File: src/rtl/vga_timing_gen_p.sv
// Parametrised VGA raster generator: sync timing, downscaled frame-buffer address and colour mux.
// All outputs lag the stage-0 counters by RAM_LAT+2 CLK; defining VGA_BORDER_EN adds a fixed-colour border.
module vga_timing_gen_p #(
   parameter int H_PW = 96,
   parameter int H_BP = 48,
   parameter int H_DISP = 640,
   parameter int H_FP = 16,
   parameter int V_PW = 2,
   parameter int V_BP = 29,
   parameter int V_DISP = 480,
   parameter int V_FP = 10,
   parameter logic HS_POL = 1'b0,
   parameter logic VS_POL = 1'b0,
   parameter int CLK_DIV = 1,
   parameter int SCALE_SHIFT = 2,
   parameter int ADDR_H_W = 8,
   parameter int ADDR_V_W = 7,
   parameter int RAM_LAT = 1,
   parameter int COLOUR_W = 12,
   parameter logic [COLOUR_W-1:0] BORDER_COLOUR = 12'hFFF
) (
   input  logic                         CLK,
   input  logic                         RESET,
   input  logic [2*COLOUR_W-1:0]        CONFIG_COLOURS,
   output logic                         DPR_CLK,
   output logic [ADDR_V_W+ADDR_H_W-1:0] VGA_ADDR,
   input  logic                         VGA_DATA,
   output logic                         VGA_HS,
   output logic                         VGA_VS,
   output logic [COLOUR_W-1:0]          VGA_COLOUR,
   output logic                         DISP_EN,
   output logic                         FRAME_START
);
   localparam int H_TOT = H_PW + H_BP + H_DISP + H_FP;
   localparam int V_TOT = V_PW + V_BP + V_DISP + V_FP;
   localparam int H_W = $clog2(H_TOT);
   localparam int V_W = $clog2(V_TOT);
   localparam logic [H_W-1:0] H_PW_C   = H_W'(H_PW);
   localparam logic [H_W-1:0] H_ST_C   = H_W'(H_PW + H_BP);
   localparam logic [H_W-1:0] H_LAST_C = H_W'(H_PW + H_BP + H_DISP - 1);
   localparam logic [H_W-1:0] H_MAX_C  = H_W'(H_TOT - 1);
   localparam logic [V_W-1:0] V_PW_C   = V_W'(V_PW);
   localparam logic [V_W-1:0] V_ST_C   = V_W'(V_PW + V_BP);
   localparam logic [V_W-1:0] V_LAST_C = V_W'(V_PW + V_BP + V_DISP - 1);
   localparam logic [V_W-1:0] V_MAX_C  = V_W'(V_TOT - 1);

   logic                         w_tick;
   logic                         w_hwrap;
   logic                         w_vwrap;
   logic                         w_act0;
   logic                         w_fs0;
   logic [H_W-1:0]               w_hrel;
   logic [V_W-1:0]               w_vrel;
   logic [ADDR_V_W+ADDR_H_W-1:0] w_addr0;
   logic [COLOUR_W-1:0]          w_colour;
   logic [H_W-1:0]               r_hcnt;
   logic [V_W-1:0]               r_vcnt;
   logic [RAM_LAT:0]             r_hs_p;
   logic [RAM_LAT:0]             r_vs_p;
   logic [RAM_LAT:0]             r_act_p;
   logic [RAM_LAT:0]             r_fs_p;

   assign DPR_CLK = CLK;

   generate
      if (CLK_DIV > 1) begin : g_div
         localparam int DIV_W = $clog2(CLK_DIV);
         localparam logic [DIV_W-1:0] DIV_MAX_C = DIV_W'(CLK_DIV - 1);
         logic [DIV_W-1:0] r_div;
         always_ff @(posedge CLK) begin
            if (RESET || r_div == DIV_MAX_C) r_div <= '0;
            else                             r_div <= r_div + 1'b1;
         end
         assign w_tick = (r_div == DIV_MAX_C);
      end else begin : g_nodiv
         assign w_tick = 1'b1;
      end
   endgenerate

   assign w_hwrap = (r_hcnt == H_MAX_C);
   assign w_vwrap = (r_vcnt == V_MAX_C);

   always_ff @(posedge CLK) begin
      if (RESET) begin
         r_hcnt <= '0;
         r_vcnt <= '0;
      end else if (w_tick) begin
         if (w_hwrap) begin
            r_hcnt <= '0;
            r_vcnt <= w_vwrap ? '0 : r_vcnt + 1'b1;
         end else begin
            r_hcnt <= r_hcnt + 1'b1;
         end
      end
   end

   assign w_act0  = (r_hcnt >= H_ST_C) && (r_hcnt <= H_LAST_C) && (r_vcnt >= V_ST_C) && (r_vcnt <= V_LAST_C);
   assign w_hrel  = r_hcnt - H_ST_C;
   assign w_vrel  = r_vcnt - V_ST_C;
   assign w_addr0 = w_act0 ? {ADDR_V_W'(w_vrel >> SCALE_SHIFT), ADDR_H_W'(w_hrel >> SCALE_SHIFT)} : '0;
   assign w_fs0   = w_act0 && (r_hcnt == H_ST_C) && (r_vcnt == V_ST_C) && w_tick;

   // Index 0 is stage 1 (aligned with VGA_ADDR); index RAM_LAT is aligned with VGA_DATA.
   always_ff @(posedge CLK) begin
      if (RESET) begin
         VGA_ADDR <= '0;
         r_hs_p   <= '0;
         r_vs_p   <= '0;
         r_act_p  <= '0;
         r_fs_p   <= '0;
      end else begin
         VGA_ADDR <= w_addr0;
         r_hs_p   <= {r_hs_p[RAM_LAT-1:0], (r_hcnt < H_PW_C)};
         r_vs_p   <= {r_vs_p[RAM_LAT-1:0], (r_vcnt < V_PW_C)};
         r_act_p  <= {r_act_p[RAM_LAT-1:0], w_act0};
         r_fs_p   <= {r_fs_p[RAM_LAT-1:0], w_fs0};
      end
   end

`ifdef VGA_BORDER_EN
   logic             w_bd0;
   logic [RAM_LAT:0] r_bd_p;
   assign w_bd0 = w_act0 && ((r_hcnt == H_ST_C) || (r_hcnt == H_LAST_C) ||
                             (r_vcnt == V_ST_C) || (r_vcnt == V_LAST_C));
   always_ff @(posedge CLK) begin
      if (RESET) r_bd_p <= '0;
      else       r_bd_p <= {r_bd_p[RAM_LAT-1:0], w_bd0};
   end
   always_comb begin
      w_colour = '0;
      if (r_act_p[RAM_LAT]) begin
         if (r_bd_p[RAM_LAT]) w_colour = BORDER_COLOUR;
         else if (VGA_DATA)   w_colour = CONFIG_COLOURS[2*COLOUR_W-1:COLOUR_W];
         else                 w_colour = CONFIG_COLOURS[COLOUR_W-1:0];
      end
   end
`else
   always_comb begin
      w_colour = '0;
      if (r_act_p[RAM_LAT]) begin
         if (VGA_DATA) w_colour = CONFIG_COLOURS[2*COLOUR_W-1:COLOUR_W];
         else          w_colour = CONFIG_COLOURS[COLOUR_W-1:0];
      end
   end
`endif

   always_ff @(posedge CLK) begin
      if (RESET) begin
         VGA_HS      <= ~HS_POL;
         VGA_VS      <= ~VS_POL;
         VGA_COLOUR  <= '0;
         DISP_EN     <= 1'b0;
         FRAME_START <= 1'b0;
      end else begin
         VGA_HS      <= r_hs_p[RAM_LAT] ? HS_POL : ~HS_POL;
         VGA_VS      <= r_vs_p[RAM_LAT] ? VS_POL : ~VS_POL;
         VGA_COLOUR  <= w_colour;
         DISP_EN     <= r_act_p[RAM_LAT];
         FRAME_START <= r_fs_p[RAM_LAT];
      end
   end
endmodule

File: config.mk
export PLATFORM = sky130hd
export DESIGN_NAME = vga_timing_gen_p
export DESIGN_NICKNAME = d
export VERILOG_FILES = /design/src/rtl/vga_timing_gen_p.sv
export SDC_FILE = /design/constraint.sdc
export NUM_CORES = 1
export LEC_CHECK = 0
export BUFFER_PORTS_ARGS = -buffer_cell sky130_fd_sc_hd__clkbuf_2
export CORE_MARGIN = 1
export CORE_UTILIZATION = 55
export CTS_BUF_LIST = sky130_fd_sc_hd__clkbuf_2 sky130_fd_sc_hd__clkbuf_4 sky130_fd_sc_hd__clkbuf_8
export DETAILED_ROUTE_END_ITERATION = 7
export PLACE_DENSITY_LB_ADDON = 0.3
export SYNTH_ARGS = -nofsm -noshare
export SYNTH_HDL_FRONTEND = slang
export SYNTH_SLANG_ARGS = --single-unit
File: constraint.sdc
create_clock -name CLK -period 2.4 [get_ports CLK]
set_input_delay 0.36 -clock CLK [delete_from_list [all_inputs] [get_ports CLK]]
set_output_delay 0.36 -clock CLK [all_outputs]
set_load 0.01 [all_outputs]
# [Word level (Yosys, flattened, before mapping)]
# Index checks and enable logic that the tools add are counted.
[word_totals] in_bits=27 word_cells=40 output_inout_bits=32 reg_bits=59
[op_classes] n_bitwise=2 n_lt_le_gt_ge=6 addsub=4 eq_ne=4 muxes=4 reduce_logical=8
[op_table] cell="$add 10x1->10 const B" n=2
[op_table] cell="$eq 10x10->1 const B" n=2
[op_table] cell="$mux 12" n=1
[op_table] cell="$eq 10x5->1 const B" n=1
[op_table] cell="$eq 10x8->1 const B" n=1
[op_table] cell="$ge 10x5->1 const B" n=1
[op_table] cell="$ge 10x8->1 const B" n=1
[op_table] cell="$le 10x10->1 const B" n=1
[op_table] cell="$le 10x9->1 const B" n=1
[op_table] cell="$lt 10x2->1 const B" n=1
[op_table] cell="$lt 10x7->1 const B" n=1
[op_table] cell="$mux 10" n=1
[op_table] cell="$sub 10x8->10 const B" n=1
[op_table] cell="$sub 9x5->9 const B" n=1
[op_table] cell="$reduce_or 2->1" n=3
[op_table] cell="$logic_and 1x1->1" n=5
[op_table] cell="$mux 1" n=2
[op_table] cell="$not 1->1" n=2

# [Longest topological paths before layout]
[logic_depth] depth_word=6 depth_mapped=9 depth_no_buf=6

==> flow_summary.json <==
{
  "insertion_delay_ns": 0.34,
  "num_io_pins": 59,
  "cts_htree_levels": 3,
  "post_cts_gate_resize_count": 0,
  "placed_area_um2": 2709,
  "worstMarginPinSlew_ns": 0.5942,
  "routedWlPerCell_um": 12.34,
  "critPathMaxFanout": 17,
  "yosysUniqueCellTypes": 37,
  "coreArea_um2": 4115,
  "yosys-top-cells-count": "dfxtp_1 (59), nor2_1 (27), nand2_1 (14)",
  "hold_ws_ns": 0.2584,
  "layout_worst_path_cycle_share": 0.9276,
  "synth.avg_cell_area_um2": 9.202,
  "cts_buffers": 9,
  "max-clock-path-buffers": 2,
  "finalPower_mw": 1.959,
  "final_cell_area_um2": 2897,
  "grt_pass1_vias": 1596,
  "status": "finished clean",
  "worst_slew_margin_rel": 0.6039,
  "utilization": 0.7039,
  "leakage_nw": 1.250,
  "initial_antenna_violation_count": 0,
  "worst_setup_hold_path_clk_slew_ns": 0.07,
  "grt_setup_unrepaired": "no",
  "crit_path_start_kind": "register",
  "dieArea_um2": 4704,
  "post_synth_main_area_contributors": "dfxtp_1 (48%), mux2i_1 (4.9%), nor2_1 (4.2%)",
  "start_util": 0.5926,
  "globalRouteTotalUtil": 0.2133,
  "yosysMostFrequentCell": "dfxtp_1",
  "synth_top_area_cell": "dfxtp_1",
  "post-cts-setup-buffer-count": 0,
  "pre_cts_ws_ns": 0.2591,
  "layout.nets": 351,
  "die_x_um": 68.59,
  "gp_congestion": 0.8296,
  "yosysTopAreaCellShare": 0.4844,
  "grt_pass1_wl_um": 7141,
  "instances_no_fill": 371,
  "min_period_ns": 2.226,
  "detail_route.first_pass.iterations": 4,
  "fmax_mhz": 449.2,
  "drv.max_cap_violation_count": 0,
  "detailedRoute.firstIterationViolations": 70,
  "synth_seq_cells": 59,
  "report.final.slew_viol_count": 0,
  "hold_buf_count_cts": 0,
  "final_hold_viol_count": 0,
  "setup_viol": 0,
  "die_height_um": 68.59,
  "power_density_normalized_to_cell_area_nw_per_um2": 676.3,
  "synth.cell_area_um2": 2439,
  "crit_arrival_ns": 2.44,
  "ir_worst_vdd_v": 0.0003605,
  "drc": 0,
  "synthesis.nets": 300,
  "final-seq-area_um2": 1181,
  "yosys_most_used_dff": "dfxtp_1",
  "cts_tree": "built",
  "vias": 1918,
  "global_route.overflow_total": 0,
  "reg2regPathDepth": 6,
  "ys_warn_count": 0,
  "required_arrival_time_at_the_worst_endpoint_ns": 2.61,
  "multiInputGateArea_um2": 1111,
  "grt_start_max_net_pins": 25,
  "numPortBuffers": 58,
  "postSynthCellCount": 265,
  "rows": 23,
  "critPathKind": "register to register",
  "final.setup.tns_ns": 0,
  "detail_route.wirelength_um": 4579,
  "final_layout_size_suffix_gt1_frac": 0.2523,
  "ant_nets": 0,
  "async_flop_share": 0,
  "via_per_inst": 5.170,
  "detailed_placer_s_ending_hpwl_um": 3219,
  "clock-skew-final_ns": 0.009508,
  "cts_root_buffer": "clkbuf_8",
  "postLayoutSetupSlackWorst_ns": 0.1737,
  "yosysSeqAreaShare": 0.4844,
  "hold_path.class": "primary input to register",
  "fillerInstances": 332,
  "synth-edff-count": 0,
  "syn2layout_area_growth_pct": 18.78,
  "antennaDiodeCount": 0,
  "placed_cells_incl_taps": 355,
  "min_delay_path_depth": 3,
  "critPathCaptureType": "register"
}
-- critical path, stage by stage, from the launching register on --
cell      delay (ns)
dfxtp_1         0.40
inv_1           0.09
ha_1            0.18
nand2b_1        0.10
o21ai_0         0.13
or4b_1          0.76
nor4_1          0.44
-- placed cells by master, fill, tap and decap left out, types with 2 or more instances in the layout --
| cell | synthesis | layout |
|---|---|---|
| clkbuf_2 | 0 | 59 |
| dfxtp_1 | 59 | 59 |
| xnor2_1 | 9 | 9 |
| or4_4 | 2 | 2 |
| inv_1 | 11 | 11 |
| buf_4 | 1 | 3 |
| and3_1 | 2 | 2 |
| and4_1 | 3 | 3 |
| nand2_1 | 14 | 14 |
| inv_4 | 0 | 2 |
| nand4_1 | 3 | 3 |
| nor3_1 | 13 | 13 |
| o21ai_0 | 8 | 8 |
| mux2i_1 | 12 | 12 |
| a21oi_1 | 8 | 8 |
| nand2b_1 | 6 | 6 |
| nor4_1 | 6 | 6 |
| nor2_1 | 27 | 27 |
| or4_1 | 6 | 6 |
| and2_1 | 2 | 2 |
| nor2b_1 | 7 | 7 |
| a31oi_1 | 3 | 3 |
| clkbuf_8 | 0 | 12 |
| ha_1 | 8 | 8 |
| or3_1 | 7 | 7 |
| nand3_1 | 13 | 13 |
| xor2_1 | 6 | 6 |
-- state kept, by name, summed over array words and instances (netlist names), 2 cells and up --
register    cells
r_vcnt         10
r_hcnt         10
VGA_COLOUR     12
VGA_ADDR       15
r_hs_p          2
r_fs_p          2
r_vs_p          2
r_act_p         2
-- cells by family (layout without fill, tap and decap cells) --
| family | Yosys count | in the layout | synth area share |
|---|---|---|---|
| multiplexers | 13 | 13 | 0.05388 |
| adder cells (fa/ha/maj) | 8 | 8 | 0.04105 |
| flip-flops | 59 | 59 | 0.4843 |
| XOR/XNOR | 15 | 15 | 0.05388 |
| AND/OR/NAND/NOR | 114 | 114 | 0.2499 |
| buffers and inverters | 32 | 88 | 0.06003 |
| AO/OA/AOI/OAI | 24 | 24 | 0.05696 |
-- layout make-up --
class / count / area share
Clock buffer: 14 / 0.06048
Clock inverter: 3 / 0.006048
Inverter: 11 / 0.01425
Multi-Input combinational cell: 174 / 0.3836
Sequential cell: 59 / 0.4078
Tap cell: 50 / 0.02160
Timing Repair Buffer: 60 / 0.1063
-- final timing paths --
check,from,slack (ns),end
setup / recovery,r_hcnt[4]$_SDFF_PP0_,0.17,VGA_ADDR[8]$_SDFF_PP0_
hold / removal,CONFIG_COLOURS[6],0.26,VGA_COLOUR[6]$_SDFF_PP0_
setup reg to reg,r_hcnt[4]$_SDFF_PP0_,0.17,VGA_ADDR[8]$_SDFF_PP0_
hold reg to reg,r_hs_p[1]$_SDFF_PP0_,0.38,VGA_HS$_SDFF_PP1_
-- per-layer routing --
layer	wire length, µm	global-route usage	up-vias	part of all wire
met5	0	0	-	0
met3	293	0.09046	8	0.064
met4	78	0.09375	0	0.017
li1	-	-	1006	-
met2	2046	0.3235	63	0.45
met1	2161	0.2620	841	0.47
-- power breakdown --
| part | switching, mW | internal, mW |
|---|---|---|
| Clock | 0.391 | 0.474 |
| Combinational | 0.0443 | 0.0432 |
| Sequential | 0.0131 | 0.994 |
| Total | 0.448 | 1.51 |
Note: power is estimated with default switching activity, not from simulation.
